`src/rtl/snax_alu_csr_pkg.sv`:
```
// Shared types and CSR layout constants for the SNAX ALU CSR/job controller.
package snax_alu_csr_pkg;

  typedef enum logic {
    IDLE = 1'b0,
    BUSY = 1'b1
  } state_e;

  // RW CSR indices
  localparam int unsigned ModeIdx   = 0;
  localparam int unsigned LenIdx    = 1;
  localparam int unsigned CmdIdx    = 2;

  // RO CSR indices
  localparam int unsigned StatusIdx = 0;
  localparam int unsigned PerfIdx   = 1;
  localparam int unsigned JobsIdx   = 2;

  // Command register bits
  localparam int unsigned StartBit  = 0;
  localparam int unsigned AbortBit  = 1;

  // Status register bits
  localparam int unsigned BusyBit   = 0;
  localparam int unsigned PendBit   = 1;
  localparam int unsigned ErrBit    = 2;

endpackage

```
`src/rtl/snax_alu_job_slot.sv`:
```
// One-deep shadow job slot: holds the next job's mode/length and a pending flag.
module snax_alu_job_slot #(
  parameter int unsigned ModeWidth = 2,
  parameter int unsigned LenWidth  = 32
) (
  input  logic                 clk_i,
  input  logic                 rst_i,
  input  logic                 load_i,   // capture mode/len from the write
  input  logic [ModeWidth-1:0] mode_i,
  input  logic [LenWidth-1:0]  len_i,
  input  logic                 arm_i,    // mark the shadow job as pending
  input  logic                 take_i,   // active slot consumes the shadow job
  input  logic                 flush_i,  // drop the shadow job
  output logic [ModeWidth-1:0] mode_o,
  output logic [LenWidth-1:0]  len_o,
  output logic                 full_o
);

  logic [ModeWidth-1:0] mode_q, mode_d;
  logic [LenWidth-1:0]  len_q, len_d;
  logic                 pend_q, pend_d;

  // Next-state for the shadow registers and pending flag; clearing beats arming.
  always_comb begin
    mode_d = mode_q;
    len_d  = len_q;
    pend_d = pend_q;
    if (load_i) begin
      mode_d = mode_i;
      len_d  = len_i;
    end
    if (take_i || flush_i) begin
      pend_d = 1'b0;
    end else if (arm_i) begin
      pend_d = 1'b1;
    end
  end

  // Shadow register bank with synchronous reset.
  always_ff @(posedge clk_i) begin
    if (rst_i) begin
      mode_q <= '0;
      len_q  <= '0;
      pend_q <= 1'b0;
    end else begin
      mode_q <= mode_d;
      len_q  <= len_d;
      pend_q <= pend_d;
    end
  end

  assign mode_o = mode_q;
  assign len_o  = len_q;
  assign full_o = pend_q;

endmodule

```
`src/rtl/snax_alu_csr_ctrl.sv`:
```
// CSR and job controller for the SNAX ALU: active job plus one queued job,
// abort, zero-length error flag, per-job cycle counter and job counter.
module snax_alu_csr_ctrl
  import snax_alu_csr_pkg::*;
#(
  parameter int unsigned RegRWCount   = 3,
  parameter int unsigned RegROCount   = 3,
  parameter int unsigned RegDataWidth = 32,
  parameter int unsigned ModeWidth    = 2
) (
  input  logic                               clk_i,
  input  logic                               rst_i,
  input  logic [RegRWCount*RegDataWidth-1:0] csr_reg_set_i,
  input  logic                               csr_reg_set_valid_i,
  output logic                               csr_reg_set_ready_o,
  output logic [RegROCount*RegDataWidth-1:0] csr_reg_ro_set_o,
  input  logic                               acc_output_success_i,
  output logic                               acc_ready_o,
  output logic [ModeWidth-1:0]               csr_alu_config_o,
  output logic                               acc_job_done_o
);

  localparam logic [RegDataWidth-1:0] One = RegDataWidth'(1);

  state_e                  state_q, state_d;
  logic [ModeWidth-1:0]    act_mode_q, act_mode_d;
  logic [RegDataWidth-1:0] act_len_q, act_len_d;
  logic [RegDataWidth-1:0] len_cnt_q, len_cnt_d;
  logic [RegDataWidth-1:0] perf_q, perf_d;
  logic [RegDataWidth-1:0] jobs_q, jobs_d;
  logic                    err_q, err_d;

  logic [RegDataWidth-1:0] wr_mode_full, wr_len, wr_cmd;
  logic [ModeWidth-1:0]    wr_mode;
  logic                    wr_start, wr_abort, accept, busy, last;

  logic                    slot_load, slot_arm, slot_take, slot_flush, slot_full;
  logic [ModeWidth-1:0]    slot_mode;
  logic [RegDataWidth-1:0] slot_len;
  logic [RegDataWidth-1:0] perf_inc;
  logic                    unused_bits;

  assign wr_mode_full = csr_reg_set_i[ModeIdx*RegDataWidth +: RegDataWidth];
  assign wr_len       = csr_reg_set_i[LenIdx*RegDataWidth  +: RegDataWidth];
  assign wr_cmd       = csr_reg_set_i[CmdIdx*RegDataWidth  +: RegDataWidth];
  assign wr_mode      = wr_mode_full[ModeWidth-1:0];
  assign wr_start     = wr_cmd[StartBit];
  assign wr_abort     = wr_cmd[AbortBit];
  assign unused_bits  = ^{wr_mode_full, wr_cmd};

  assign csr_reg_set_ready_o = !slot_full;
  assign accept   = csr_reg_set_valid_i && csr_reg_set_ready_o;
  assign busy     = (state_q == BUSY);
  assign last     = busy && acc_output_success_i && (len_cnt_q == act_len_q - One);
  assign perf_inc = (perf_q == '1) ? perf_q : perf_q + One;

  snax_alu_job_slot #(
    .ModeWidth (ModeWidth),
    .LenWidth  (RegDataWidth)
  ) i_job_slot (
    .clk_i   (clk_i),
    .rst_i   (rst_i),
    .load_i  (slot_load),
    .mode_i  (wr_mode),
    .len_i   (wr_len),
    .arm_i   (slot_arm),
    .take_i  (slot_take),
    .flush_i (slot_flush),
    .mode_o  (slot_mode),
    .len_o   (slot_len),
    .full_o  (slot_full)
  );

  // Next-state and outputs: abort > completion/hand-off > start > plain write.
  always_comb begin
    state_d        = state_q;
    act_mode_d     = act_mode_q;
    act_len_d      = act_len_q;
    len_cnt_d      = len_cnt_q;
    perf_d         = busy ? perf_inc : perf_q;
    jobs_d         = jobs_q;
    err_d          = err_q;
    slot_load      = 1'b0;
    slot_arm       = 1'b0;
    slot_take      = 1'b0;
    slot_flush     = 1'b0;
    acc_job_done_o = 1'b0;

    if (accept && wr_abort) begin
      state_d    = IDLE;
      len_cnt_d  = '0;
      slot_flush = 1'b1;
    end else if (last) begin
      acc_job_done_o = 1'b1;
      jobs_d         = jobs_q + One;
      len_cnt_d      = '0;
      if (slot_full) begin
        act_mode_d = slot_mode;
        act_len_d  = slot_len;
        slot_take  = 1'b1;
        perf_d     = '0;
      end else if (accept && wr_start && (wr_len != '0)) begin
        // Direct hand-off from the write; the shadow slot is bypassed.
        act_mode_d = wr_mode;
        act_len_d  = wr_len;
        perf_d     = '0;
      end else begin
        state_d = IDLE;
        // A non-launching write landing on the final beat still queues its fields.
        if (accept) begin
          slot_load = 1'b1;
          if (wr_start) err_d = 1'b1;
        end
      end
    end else if (busy) begin
      if (acc_output_success_i) len_cnt_d = len_cnt_q + One;
      if (accept) begin
        slot_load = 1'b1;
        if (wr_start) begin
          if (wr_len != '0) slot_arm = 1'b1;
          else              err_d    = 1'b1;
        end
      end
    end else if (accept) begin
      act_mode_d = wr_mode;
      act_len_d  = wr_len;
      if (wr_start) begin
        if (wr_len != '0) begin
          state_d   = BUSY;
          len_cnt_d = '0;
          perf_d    = '0;
          err_d     = 1'b0;
        end else begin
          err_d = 1'b1;
        end
      end
    end
  end

  // Controller state registers with synchronous reset.
  always_ff @(posedge clk_i) begin
    if (rst_i) begin
      state_q    <= IDLE;
      act_mode_q <= '0;
      act_len_q  <= '0;
      len_cnt_q  <= '0;
      perf_q     <= '0;
      jobs_q     <= '0;
      err_q      <= 1'b0;
    end else begin
      state_q    <= state_d;
      act_mode_q <= act_mode_d;
      act_len_q  <= act_len_d;
      len_cnt_q  <= len_cnt_d;
      perf_q     <= perf_d;
      jobs_q     <= jobs_d;
      err_q      <= err_d;
    end
  end

  // Read-only CSR bundle and PE-facing outputs.
  always_comb begin
    csr_reg_ro_set_o = '0;
    csr_reg_ro_set_o[StatusIdx*RegDataWidth + BusyBit] = busy;
    csr_reg_ro_set_o[StatusIdx*RegDataWidth + PendBit] = slot_full;
    csr_reg_ro_set_o[StatusIdx*RegDataWidth + ErrBit]  = err_q;
    csr_reg_ro_set_o[PerfIdx*RegDataWidth +: RegDataWidth] = perf_q;
    csr_reg_ro_set_o[JobsIdx*RegDataWidth +: RegDataWidth] = jobs_q;
  end

  assign acc_ready_o      = busy;
  assign csr_alu_config_o = act_mode_q;

endmodule

```
`config.mk`:
```
export PLATFORM = sky130hd
export DESIGN_NAME = snax_alu_csr_ctrl
export DESIGN_NICKNAME = d
export VERILOG_FILES = /design/src/rtl/snax_alu_csr_pkg.sv /design/src/rtl/snax_alu_job_slot.sv /design/src/rtl/snax_alu_csr_ctrl.sv
export SDC_FILE = /design/constraint.sdc
export NUM_CORES = 1
export LEC_CHECK = 0
export BUFFER_PORTS_ARGS = -buffer_cell sky130_fd_sc_hd__buf_2
export CORE_MARGIN = 2
export CORE_UTILIZATION = 55
export CTS_CLUSTER_DIAMETER = 100
export CTS_CLUSTER_SIZE = 12
export DETAILED_ROUTE_END_ITERATION = 10
export PLACE_DENSITY = 0.81
export SLEW_MARGIN = 20
export SYNTH_ARGS = -nofsm -noshare
export SYNTH_HDL_FRONTEND = slang
export SYNTH_SLANG_ARGS = --single-unit
export TNS_END_PERCENT = 50
```
`constraint.sdc`:
```
create_clock -name clk_i -period 3.3 [get_ports clk_i]
set_input_delay 0.33 -clock clk_i [delete_from_list [all_inputs] [get_ports clk_i]]
set_output_delay 0.33 -clock clk_i [all_outputs]
set_load 0.01 [all_outputs]
```
==> flow_metrics.py <==
metrics = {
    "clock_tree": {
        "tritoncts": "yes",
        "cts_root_buffer": "clkbuf_16",
        "cts_htree_levels": 4,
        "ctsHoldBuffers": 0,
        "clkLatencyLatePin_ns": 0.43,
        "cts.clk_slew.worst_paths_ns": 0.07,
        "clock_sinks": 167,
        "cts_buffer_depth": 2,
        "cts-buffers-inserted": 17,
    },
    "placement": {
        "dp_hpwl_um": 15460,
        "place_inst": 1419,
        "port-buffer-count": 111,
        "dp_slack_ns": 0.02891,
        "place_congestion": 0.9124,
    },
    "floorplanning": {
        "die_x_um": 133.9,
        "start_util_pct": 56.14,
        "rows": 47,
        "die_area_um2": 17920,
        "die_h_um": 133.9,
        "core_um2": 16520,
        "ios": 201,
    },
    "timing": {
        "whs_ns": 0.1587,
        "maxSlewViolCount": 0,
        "tightestPinTransition_ns": 0.8896,
        "post-route-min-period_ns": 3.626,
        "worst_slack_ns": -0.3257,
        "fin_tns_setup_ns": -16.63,
        "relSlewSlack_pct": 40.57,
        "hold_viol_final": 0,
        "fin_skew_ns": 0.01311,
        "finalSetupViolCount": 152,
        "rsz0062_at_grt": "yes",
        "min_period_over_period_pct": 109.9,
        "fmax_mhz": 275.8,
    },
    "final_layout": {
        "fillers": 1187,
        "antennaDiodeCount": 0,
        "fin_nets": 1346,
        "drive_gt1_share_pct": 24.64,
        "syn_to_final_growth_pct": 21.79,
        "layout.cells.non_filler": 1474,
    },
    "yosys": {
        "ys_seq_elements": 167,
        "synth-edff-count": 0,
        "synth.avg_cell_area_um2": 8.396,
        "yosys-top-cells-count": "nor2_1, dfxtp_1, nand2_1, nor2b_1, xor2_1",
        "yosysTopAreaCell": "dfxtp_1",
        "ys_dominant_reg_cell": "dfxtp_1",
        "ys_types": 81,
        "syn_inst": 1105,
        "ys_seq_area_share_pct": 36.04,
        "postSynth.asyncResetShare_pct": 0,
        "syn_area_um2": 9278,
        "ys_warn_count": 0,
        "synth_top_cell_area_share_pct": 36.04,
        "ys_top_cells_by_area": "dfxtp_1, nor2_1, xor2_1",
        "yosysMostFrequentCell": "nor2_1",
    },
    "global_route": {
        "antenna_found_initial": 0,
        "grt_pass1_wl_um": 36720,
        "first_global_vias": 7573,
        "grt_max_degree": 49,
        "grt.overflow.total": 0,
        "grtUsageTotal_pct": 24.89,
    },
    "route": {
        "first_pass_iters": 5,
        "drt-total-wl_um": 25540,
        "vias": 8764,
        "wl_per_cell_um": 17.33,
        "drc_errors": 0,
        "antenna_left": 0,
        "viasPerCell": 5.946,
        "drt-initial-drc-count": 692,
    },
    "run_status": {
        "violations": "setup timing",
        "status": "finished, violations left",
    },
    "worst_setup_path": {
        "path_common_cell": "buf_4",
        "start_kind": "flip-flop",
        "cp_slowest_cell": "or4_4",
        "end_kind": "output port",
        "path_delay_family": "simple AND/OR/NAND/NOR gates",
        "crit_chain": "or4_4 > buf_4 > buf_4 > nor4_4 > buf_4 > a22oi_1 > a311oi_2 > nand2_2 > nor4bb_4 > o2111a_1 > buf_2",
        "required_ns": 2.97,
        "critPathMaxFanout": 4,
        "worstPathArrival_ns": 3.30,
        "critPathBufInv": 4,
        "cpPeakStageDelay_ns": 0.56,
        "critPathKind": "flip-flop to output port",
    },
    "pwr": {
        "vdd_drop_max_mv": 0.4115,
        "p_per_area_nw_per_um2": 452.2,
        "leakagePower_nw": 4.728,
    },
    "run": {
        "maxCapViolations": 0,
    },
    "min_path": {
        "hold_class": "input port to flip-flop",
    },
}
==> layout by cell type, fill, tap and decap left out, drive strengths merged, types with 48 or more instances in the layout <==
| master | count |
|---|---|
| nor2 | 197 |
| buf | 170 |
| dfxtp | 167 |
| nand2 | 58 |
| xor2 | 53 |
| nor2b | 53 |
| xnor2 | 50 |
| nand3 | 50 |
| nor3 | 50 |
| o21ai | 48 |
==> cell type report <==
class	count	area, um^2	area share (%)
clock buffers	20	466.7	4.130
clock inverters	11	185.2	1.639
inverters	16	60.06	0.5315
multi-input cells	864	5690	50.36
flip-flops and latches	167	3351	29.65
well taps	220	275.3	2.436
repair buffers	176	1271	11.25
==> timing repair <==
item / in CTS / in global routing
gates resized for setup: 10 / 49
pin swaps: 5 / 27
endpoints found under the setup margin: 1 / 86
setup buffers: 6 / 11
cloned: 0 / 7
==> final timing paths <==
check	startpoint	end	slack, ns	depth (start not counted)
min	csr_reg_set_i[1]	i_job_slot.mode_o[1]	0.16	3
min reg2reg	i_job_slot.len_o[2]	i_job_slot.len_o[2]	0.49	2
max	act_len_q[2]	acc_job_done_o	-0.33	11
max reg2reg	act_len_q[2]	act_len_q[0]	-0.28	16
==> flip-flops by register name (all words and copies together) (netlist names) <==
signal             count
jobs_q                32
i_job_slot.full_o      1
act_len_q             32
i_job_slot.mode_o      2
i_job_slot.len_o      32
err_q                  1
len_cnt_q             32
acc_ready_o            1
perf_q                32
csr_alu_config_o       2
==> through the flow <==
| step | util, % | instance area, um^2 | power [W] |
|---|---|---|---|
| final | 68.38 | 11300 | 0.005110 |
| after global routing | 68.38 | 11300 | 0.005251 |
| after CTS | 65.46 | 10820 | 0.004983 |
| after detailed placement | 60.94 | 10070 | 0.002781 |
| after global placement | 60.94 | 10070 | 0.002766 |
| after floorplan | - | 9383 | 0.002616 |
==> layer usage <==
| metal | part of all wire, % | GRT usage (%) |
|---|---|---|
| met1 | 40 | 32.81 |
| met3 | 7.7 | 5.593 |
| met4 | 4.3 | 9.811 |
| met5 | 0 | 0 |
| met2 | 48 | 39.74 |
==> cells by family (layout without fill, tap and decap cells) <==
group | Yosys count | in the layout | synth area share (%)
simple gates | 552 | 552 | 32.80
flops | 167 | 167 | 36.04
compound gates | 126 | 126 | 8.901
xor+xnor | 103 | 103 | 9.724
buf+inv | 102 | 223 | 6.311
mux | 50 | 50 | 5.651
fa+ha+maj | 4 | 4 | 0.5395
other cells | 1 | 29 | 0.04042
==> report_power, final <==
group          internal, W  total, W  switching (W)
Clock              0.00134   0.00220       0.000859
Sequential         0.00205   0.00212      0.0000630
Combinational     0.000342  0.000790       0.000448
==> tightest hold or removal path: cells and delay by family <==
kind	cells	cell delay, ns
buffers and inverters	1	0.09
and+or+nand+nor	1	0.08
muxes	1	0.06
Note: power is estimated with default switching activity, not from simulation.
